==> src/rtl/serial_frame_pkg.sv <==
// ============================================================================
// Module : serial_frame_pkg
// Brief  : Shared types and constants for the serial frame receiver.
//          PARITY_CHECK_EN adds the PARITY state to the FSM encoding.
// Rev    : 1.0  initial release
// ============================================================================
`default_nettype none

package serial_frame_pkg;

   localparam int DEF_FRAME_WIDTH = 8;

   typedef enum logic [1:0] {
      ST_IDLE   = 2'd0,
      ST_SHIFT  = 2'd1
`ifdef PARITY_CHECK_EN
      ,
      ST_PARITY = 2'd2
`endif
   } frame_state_t;

   // Even-parity error: set when the data bits plus the parity bit hold an odd number of ones.
   function automatic logic parity_error(input logic [31:0] data, input logic parity_bit);
      return (^data) ^ parity_bit;
   endfunction

endpackage : serial_frame_pkg

`default_nettype wire

==> src/rtl/frame_bit_counter.sv <==
// ============================================================================
// Module : frame_bit_counter
// Brief  : Data-bit counter with clear, increment and a last-bit flag.
// Rev    : 1.0  initial release
// ============================================================================
`default_nettype none

module frame_bit_counter
   import serial_frame_pkg::*;
#(
   parameter int WIDTH = DEF_FRAME_WIDTH
) (
   input  logic clk,
   input  logic reset,
   input  logic clear,
   input  logic incr,
   output logic last_bit
);

   localparam int                 CW   = $clog2(WIDTH + 1);
   localparam logic [CW-1:0]      LAST = CW'(WIDTH - 1);
   localparam logic [CW-1:0]      FULL = CW'(WIDTH);

   logic [CW-1:0] count;
   logic [CW-1:0] base;

   // A clear in the same cycle as an increment counts that bit as bit 0.
   always_comb begin
      base     = clear ? '0 : count;
      last_bit = incr && (base == LAST);
   end

   always_ff @(posedge clk or posedge reset) begin
      if (reset) begin
         count <= '0;
      end else if (clear) begin
         count <= incr ? CW'(1) : '0;
      end else if (incr && (count != FULL)) begin
         count <= count + CW'(1);
      end
   end

endmodule : frame_bit_counter

`default_nettype wire

==> src/rtl/serial_frame_receiver.sv <==
// ============================================================================
// Module : serial_frame_receiver
// Brief  : Assembles qualified serial bits into WIDTH-bit words with a
//          single-entry output hold and sticky overrun. PARITY_CHECK_EN adds an
//          even-parity bit after the data bits and a parity_err output.
// Rev    : 1.0  initial release
// ============================================================================
`default_nettype none

module serial_frame_receiver
   import serial_frame_pkg::*;
#(
   parameter int WIDTH = DEF_FRAME_WIDTH
) (
   input  logic             clk,
   input  logic             reset,
   input  logic             serial_in,
   input  logic             bit_valid,
   input  logic             frame_start,
   input  logic             lsb_first,
   output logic [WIDTH-1:0] data_out,
   output logic             data_valid,
   input  logic             data_ready,
   output logic             busy,
   output logic             overrun
`ifdef PARITY_CHECK_EN
   ,
   output logic             parity_err
`endif
);

   frame_state_t     state;
   frame_state_t     state_next;
   logic [WIDTH-1:0] cap;
   logic [WIDTH-1:0] cap_next;
   logic             lsb_mode;
   logic             order_now;
   logic             accept;
   logic             last_bit;
   logic             complete;
   logic [WIDTH-1:0] word;
   logic             load;
`ifdef PARITY_CHECK_EN
   logic             word_perr;
`endif

   // A frame_start bit belongs to the new frame, so it uses the incoming order.
   assign order_now = frame_start ? lsb_first : lsb_mode;
   assign accept    = bit_valid && (frame_start || (state == ST_SHIFT));

   frame_bit_counter #(
      .WIDTH (WIDTH)
   ) u_bit_counter (
      .clk      (clk),
      .reset    (reset),
      .clear    (frame_start),
      .incr     (accept),
      .last_bit (last_bit)
   );

   always_comb begin
      cap_next = cap;
      if (accept) begin
         if (order_now) begin
            cap_next = {serial_in, cap[WIDTH-1:1]};
         end else begin
            cap_next = {cap[WIDTH-2:0], serial_in};
         end
      end
   end

`ifdef PARITY_CHECK_EN
   always_comb begin
      complete  = (state == ST_PARITY) && bit_valid && !frame_start;
      word      = cap;
      word_perr = parity_error(32'(cap), serial_in);
   end
`else
   always_comb begin
      complete = accept && last_bit;
      word     = cap_next;
   end
`endif

   always_comb begin
      state_next = state;
      if (frame_start) begin
         state_next = ST_SHIFT;
      end else begin
         unique case (state)
            ST_IDLE: begin
               state_next = ST_IDLE;
            end
            ST_SHIFT: begin
               if (accept && last_bit) begin
`ifdef PARITY_CHECK_EN
                  state_next = ST_PARITY;
`else
                  state_next = ST_IDLE;
`endif
               end
            end
`ifdef PARITY_CHECK_EN
            ST_PARITY: begin
               if (bit_valid) begin
                  state_next = ST_IDLE;
               end
            end
`endif
            default: begin
               state_next = ST_IDLE;
            end
         endcase
      end
   end

   assign busy = (state != ST_IDLE);

   always_ff @(posedge clk or posedge reset) begin
      if (reset) begin
         state    <= ST_IDLE;
         cap      <= '0;
         lsb_mode <= 1'b0;
      end else begin
         state <= state_next;
         cap   <= cap_next;
         if (frame_start) begin
            lsb_mode <= lsb_first;
         end
      end
   end

   // The hold register only takes a new word when it is empty or being drained this cycle.
   assign load = complete && (!data_valid || data_ready);

   always_ff @(posedge clk or posedge reset) begin
      if (reset) begin
         data_out   <= '0;
         data_valid <= 1'b0;
         overrun    <= 1'b0;
      end else begin
         if (load) begin
            data_out   <= word;
            data_valid <= 1'b1;
         end else if (data_valid && data_ready) begin
            data_valid <= 1'b0;
         end
         if (complete && !load) begin
            overrun <= 1'b1;
         end
      end
   end

`ifdef PARITY_CHECK_EN
   always_ff @(posedge clk or posedge reset) begin
      if (reset) begin
         parity_err <= 1'b0;
      end else if (load) begin
         parity_err <= word_perr;
      end
   end
`endif

endmodule : serial_frame_receiver

`default_nettype wire

==> config.mk <==
export PLATFORM = sky130hd
export DESIGN_NAME = serial_frame_receiver
export DESIGN_NICKNAME = d
export VERILOG_FILES = /design/src/rtl/serial_frame_pkg.sv /design/src/rtl/frame_bit_counter.sv /design/src/rtl/serial_frame_receiver.sv
export SDC_FILE = /design/constraint.sdc
export NUM_CORES = 1
export LEC_CHECK = 0
export CELL_PAD_IN_SITES_DETAIL_PLACEMENT = 0
export CELL_PAD_IN_SITES_GLOBAL_PLACEMENT = 1
export CORE_UTILIZATION = 46
export CTS_BUF_LIST = sky130_fd_sc_hd__clkbuf_4 sky130_fd_sc_hd__clkbuf_8
export CTS_CLUSTER_SIZE = 40
export DETAILED_ROUTE_END_ITERATION = 16
export PLACE_DENSITY = 0.87
export REMOVE_ABC_BUFFERS = 1
export SYNTH_ARGS = -nofsm -noshare
export SYNTH_HDL_FRONTEND = slang
export SYNTH_SLANG_ARGS = --single-unit
==> constraint.sdc <==
create_clock -name clk -period 2.35 [get_ports clk]
set_clock_uncertainty 0.05 [all_clocks]
set_input_delay 0.47 -clock clk [delete_from_list [all_inputs] [get_ports clk]]
set_output_delay 0.47 -clock clk [all_outputs]
set_load 0.01 [all_outputs]
==> results of run 1 <==
[Yosys cell counts, types with 2 or more instances]
library cell  number  area [um2]
dfrtp_1           24       600.6
nand2_1           10       37.54
o21ai_1            9       45.04
mux2i_1            8       80.08
o2bb2ai_1          8       70.07
inv_1              5       18.77
a21oi_1            3       15.01
nand3_1            3       15.01
o21ai_0            3       15.01
ha_1               2       25.02
nand4_1            2       12.51
o21a_1             2       15.01
[routing by layer]
metal  global-route usage  wire (um)
met5                    0          0
met4              0.04286         14
met3              0.06970         94
met2               0.3200       1002
met1               0.2868        998
[power breakdown]
group	internal [mW]	leakage, nW	switching (mW)	total [mW]
Sequential	0.455	0.318	0.0354	0.491
Combinational	0.0615	0.243	0.0710	0.133
Clock	0.172	0.0279	0.125	0.297
[final timing paths]
path,end,cells after the start
min reg2reg,overrun,1
min in group clk,overrun,1
max in group asynchronous,data_out[1],3
min,overrun,3
max,data_out[4],4
max reg2reg,u_bit_counter.count[2],5
[tightest hold or removal path, cell delays in order]
cell and delay [ns]:
clkdlybuf4s50_1 0.40, inv_1 0.05, buf_4 0.29
[state kept, by name, summed over array words and instances, names as in the netlist]
name	flops
cap	8
u_bit_counter.count	4
state	1
data_out	8
lsb_mode	1
data_valid	1
overrun	1
[cells by family (layout without fill, tap and decap cells)]
logic type | count (synthesis) | count (layout)
buffers and inverters | 8 | 30
flip-flops | 24 | 24
adder cells (fa/ha/maj) | 2 | 2
AND/OR/NAND/NOR | 23 | 23
multiplexers | 9 | 9
AO/OA/AOI/OAI | 28 | 28
[area by class of cell]
cell class                 instances  area, um2
clock buffer                       3      22.52
clock inverter                     1      30.03
fill                             198      874.6
inverter                           5      18.77
multi-input combinational         62      430.4
sequential                        24      600.6
tap                               28      35.03
timing repair buffer              21      200.2
[metrics by stage]
| step | hold slack [ns] | util | instance area (um2) | instances |
|---|---|---|---|---|
| floorplan | 0.4049 | - | 1050 | 91 |
| detailed placement | 0.4159 | 0.5809 | 1285 | 140 |
| CTS | 0.4247 | 0.6046 | 1338 | 144 |
| global route | 0.4658 | 0.6046 | 1338 | 144 |
| global placement | 0.4084 | 0.5809 | 1285 | 140 |
| finish | 0.4260 | 0.6046 | 1338 | 144 |
==> flow_metrics.tcl, run 1 <==
set metrics [dict create \
    status "finished clean" \
    required_ns 2.51 \
    startpoint "frame_start" \
    postSynthAreaPerCell_um2 11.38 \
    syn_area_um2 1070 \
    slew_headroom 0.7068 \
    r2r_start "u_bit_counter.count[0]" \
    cts_resized 0 \
    vdd_drop_max_mv 0.4340 \
    min_period_over_period 0.7967 \
    synth_cell_type_count 27 \
    synth-compound-area-share 0.1731 \
    cts.clk_slew.worst_paths_ns 0.13 \
    via_per_inst 5.375 \
    cellLeakagePower_nw 0.5893 \
    ctsHtreeMaxLevel 1 \
    dp_hpwl_um 1532 \
    slew_viol_final 0 \
    rrSetupSlack_ns 0.73 \
    ant_nets 0 \
    slowest_delay_ns 0.63 \
    dr_total_vias 774 \
    area_growth_pct 25.03 \
    initial_core_util 0.4836 \
    ios 18 \
    ctsRootBufferMaster "clkbuf_4" \
    gp_congestion 0.7839 \
    wl_per_cell_um 14.66 \
    crit_fanout 9 \
    num_rows 17 \
    synth_flop_cell "dfrtp_1" \
    grt_pass1_vias 805 \
    crit_family "multiplexers" \
    power_density_nw_per_um2 688.3 \
    grt_pass1_wl_um 3905 \
    cts_buffers 3 \
    cap_violations 0 \
    pre_cts_ws_ns 0.1311 \
    port-buffer-count 17 \
    finalPower_uw 920.6 \
    post-cts-setup-buffers 0 \
    synth_fa_ha_area_frac 0.02339 \
    die_h_um 50.23 \
    finalWorstSetupSlack_ns 0.4778 \
    grt-ovfl-total 0 \
    grt_usage 0.2090 \
    tightestPinTransition_ns 0.4306 \
    final_common_cell "dfrtp_1" \
    crit_path_start_kind "input port" \
    cp_cell_sequence "clkdlybuf4s50_1 > mux2i_4 > mux2i_1 > o2bb2ai_1" \
    clk_latency_ns 0.32 \
    synthMuxAreaShare 0.09591 \
    drt_first_pass_iters 4 \
    holdBufCountCts 0 \
    tritoncts "done" \
    n_antenna_cell 0 \
    synth-xor-area-share 0 \
    final_cell_mix "dfrtp_1, clkdlybuf4s50_1, nand2_1, o21ai_1" \
    async_reset_ff_frac 1.000 \
    synth_top_family_by_area "compound AO/OA/AOI/OAI gates" \
    synth-edff-count 0 \
    wirelength_um 2111 \
    critical_path_buf_inv_count 1 \
    criticalPathCategory "in -> reg" \
    synth_seq_cells 24 \
    finalSetupTns_ns 0 \
    drt_iter0_drc 15 \
    drc_errors 0 \
    endpoint_kind "flip-flop" \
    fin_nets 126 \
    fmax_ghz 0.5341 \
    yosysWarnings 0 \
    crit_slowest_cell "clkdlybuf4s50_1" \
    synth-seq-area-share 0.5614 \
    cts_sinks 24 \
    setup_viol 0 \
    hp-class "in -> async" \
    drive_gt1_frac 0.07759 \
    antenna_found_initial 0 \
    min_period_ns 1.872 \
    clock_path_buffers 2 \
    grt_max_degree 25 \
    die_w_um 50.23 \
    synthCells 94 \
    dieArea_um2 2523 \
    fp.coreArea_um2 2212 \
    crit_arrival_ns 2.03 \
    rsz0062_at_grt "no" \
    yosys.area_share.simple 0.1099 \
    finalHoldViolations 0 \
]
Power figures use the tool's default switching activity.
==> run 2, diff against run 1 <==
CORE_UTILIZATION = 42   (was 46)
PLACE_DENSITY = 0.81   (was 0.87)
clock period = 1.83 ns   (was 2.35 ns; I/O delays follow)
==> run 2 against run 1 <==
Effect of this change:
- count of clock-buffer cells in the layout unchanged
- clock power up 28%
- register-to-register slack worse by 0.50 ns
==> flow_metrics.tcl, run 2 (synthesized netlist as in run 1, its figures left out) <==
set metrics [dict create \
    status "finished clean" \
    dieArea_um2 2753 \
    crit_slowest_cell "clkdlybuf4s50_1" \
    finalPower_mw 1.189 \
    swShare 0.2461 \
    drt_first_pass_iters 4 \
    reg_top3 "cap (8), data_out (8), u_bit_counter.count (4)" \
    pwr-share-clk 0.320 \
    gp_congestion 0.7312 \
    ctsHtreeMaxLevel 1 \
    min_period_ns 1.696 \
    cts_buffers 3 \
    area_growth_pct 29.01 \
    finalWorstSetupSlack_ns 0.1337 \
    vdd_drop_max_mv 0.6359 \
    n_antenna_cell 0 \
    clk_latency_ns 0.32 \
    dpl_cell_area_um2 1328 \
    dr_total_vias 794 \
    fmax_ghz 0.5895 \
    post-cts-setup-buffers 0 \
    tritoncts "done" \
    wirelength_um 2112 \
    power_density_nw_per_um2 861.5 \
    setup_viol 0 \
    clock_path_buffers 2 \
    cts_sinks 24 \
    cts.clk_slew.worst_paths_ns 0.14 \
    multi_input_area_um2 430.4 \
    slew_headroom 0.7450 \
    initial_core_util 0.4657 \
    crit_arrival_ns 1.28 \
    endpoint_kind "output port" \
    drive_gt1_frac 0.1083 \
    grt-ovfl-total 0 \
    finalSetupTns_ns 0 \
    rsz0062_at_grt "no" \
    crit_path_start_kind "flip-flop" \
    dp_hpwl_um 1548 \
    tightestPinTransition_ns 0.3799 \
    required_ns 1.41 \
    die_h_um 52.47 \
    cp_cell_sequence "clkdlybuf4s50_1" \
    grt_pass1_vias 843 \
    grt_usage 0.1842 \
    die_w_um 52.47 \
    slew_viol_final 0 \
    crit_fanout 5 \
    drc_errors 0 \
    min_period_over_period 0.9270 \
    ant_nets 0 \
    antenna_found_initial 0 \
    final_cell_area_um2 1380 \
    port-buffer-count 17 \
    fp.coreArea_um2 2297 \
    power_switching_uw 292.6 \
    final_cell_mix "dfrtp_1, clkdlybuf4s50_1, nand2_1, o21ai_1" \
    ctsRootBufferMaster "clkbuf_4" \
    num_rows 17 \
    cellLeakagePower_nw 0.6125 \
    nFillCells 207 \
    hp-class "in -> async" \
    cap_violations 0 \
    p_int_uw 896.4 \
    seq_area_um2 600.6 \
    grt_max_degree 25 \
    drt_iter0_drc 20 \
    ios 18 \
    slowest_delay_ns 0.56 \
    pre_cts_ws_ns -0.1186 \
    seq_power_share 0.528 \
    postLayoutCoreUtil 0.6008 \
    finalHoldViolations 0 \
    holdBufCountCts 0 \
    crit_family "buffers and inverters" \
    wl_per_cell_um 14.27 \
    final_common_cell "dfrtp_1" \
    combPwrFrac 0.153 \
    grt_pass1_wl_um 3684 \
    critical_path_buf_inv_count 1 \
    rrSetupSlack_ns 0.23 \
    fin_nets 130 \
    via_per_inst 5.365 \
    cts_resized 0 \
    criticalPathCategory "reg -> out" \
]
## run 2: worst min-delay path, delay by kind of cell
kind                   cells  cell delay [ns]
buffers and inverters      3             0.73
## run 2: power by group through the flow
stage                     Sequential (mW)  Clock [mW]  Combinational, mW
after floorplan                     0.628           0              0.115
after global placement              0.638           0              0.180
after detailed placement            0.639           0              0.184
after CTS                           0.629       0.393              0.184
after global routing                0.637       0.409              0.207
final                               0.628       0.380              0.181
## run 2: area by class of cell
type | instances | share of cell area
Sequential cell | 24 | 0.4352
Inverter | 5 | 0.01360
Clock inverter | 1 | 0.02176
Tap cell | 28 | 0.02539
Clock buffer | 3 | 0.01632
Multi-Input combinational cell | 62 | 0.3119
Timing Repair Buffer | 25 | 0.1759
## run 2: worst paths after layout
kind                       cells after the start                   start                endpoint
max                                            1                state[0]                    busy
min                                            3                   reset                  cap[5]
max reg2reg                                    5  u_bit_counter.count[0]  u_bit_counter.count[2]
min reg2reg                                    1             data_out[4]             data_out[4]
max in group asynchronous                      3                   reset                  cap[6]
min in group clk                               1             data_out[4]             data_out[4]
## run 2: layer usage
| metal | vias to the layer above | global-route usage | share of wire |
|---|---|---|---|
| met5 | - | 0 | 0 |
| met4 | 0 | 0.05263 | 0.0085 |
| met3 | 2 | 0.03768 | 0.029 |
| met2 | 13 | 0.3017 | 0.46 |
| met1 | 389 | 0.2453 | 0.50 |
| li1 | 390 | - | - |
## run 2: through the flow
stage / cells / hold slack, ns
6_report: 148 / 0.3112
5_1_grt: 148 / 0.3377
4_1_cts: 148 / 0.3170
3_5_place_dp: 144 / 0.4235
3_3_place_gp: 144 / 0.4081
2_1_floorplan: 91 / 0.3306
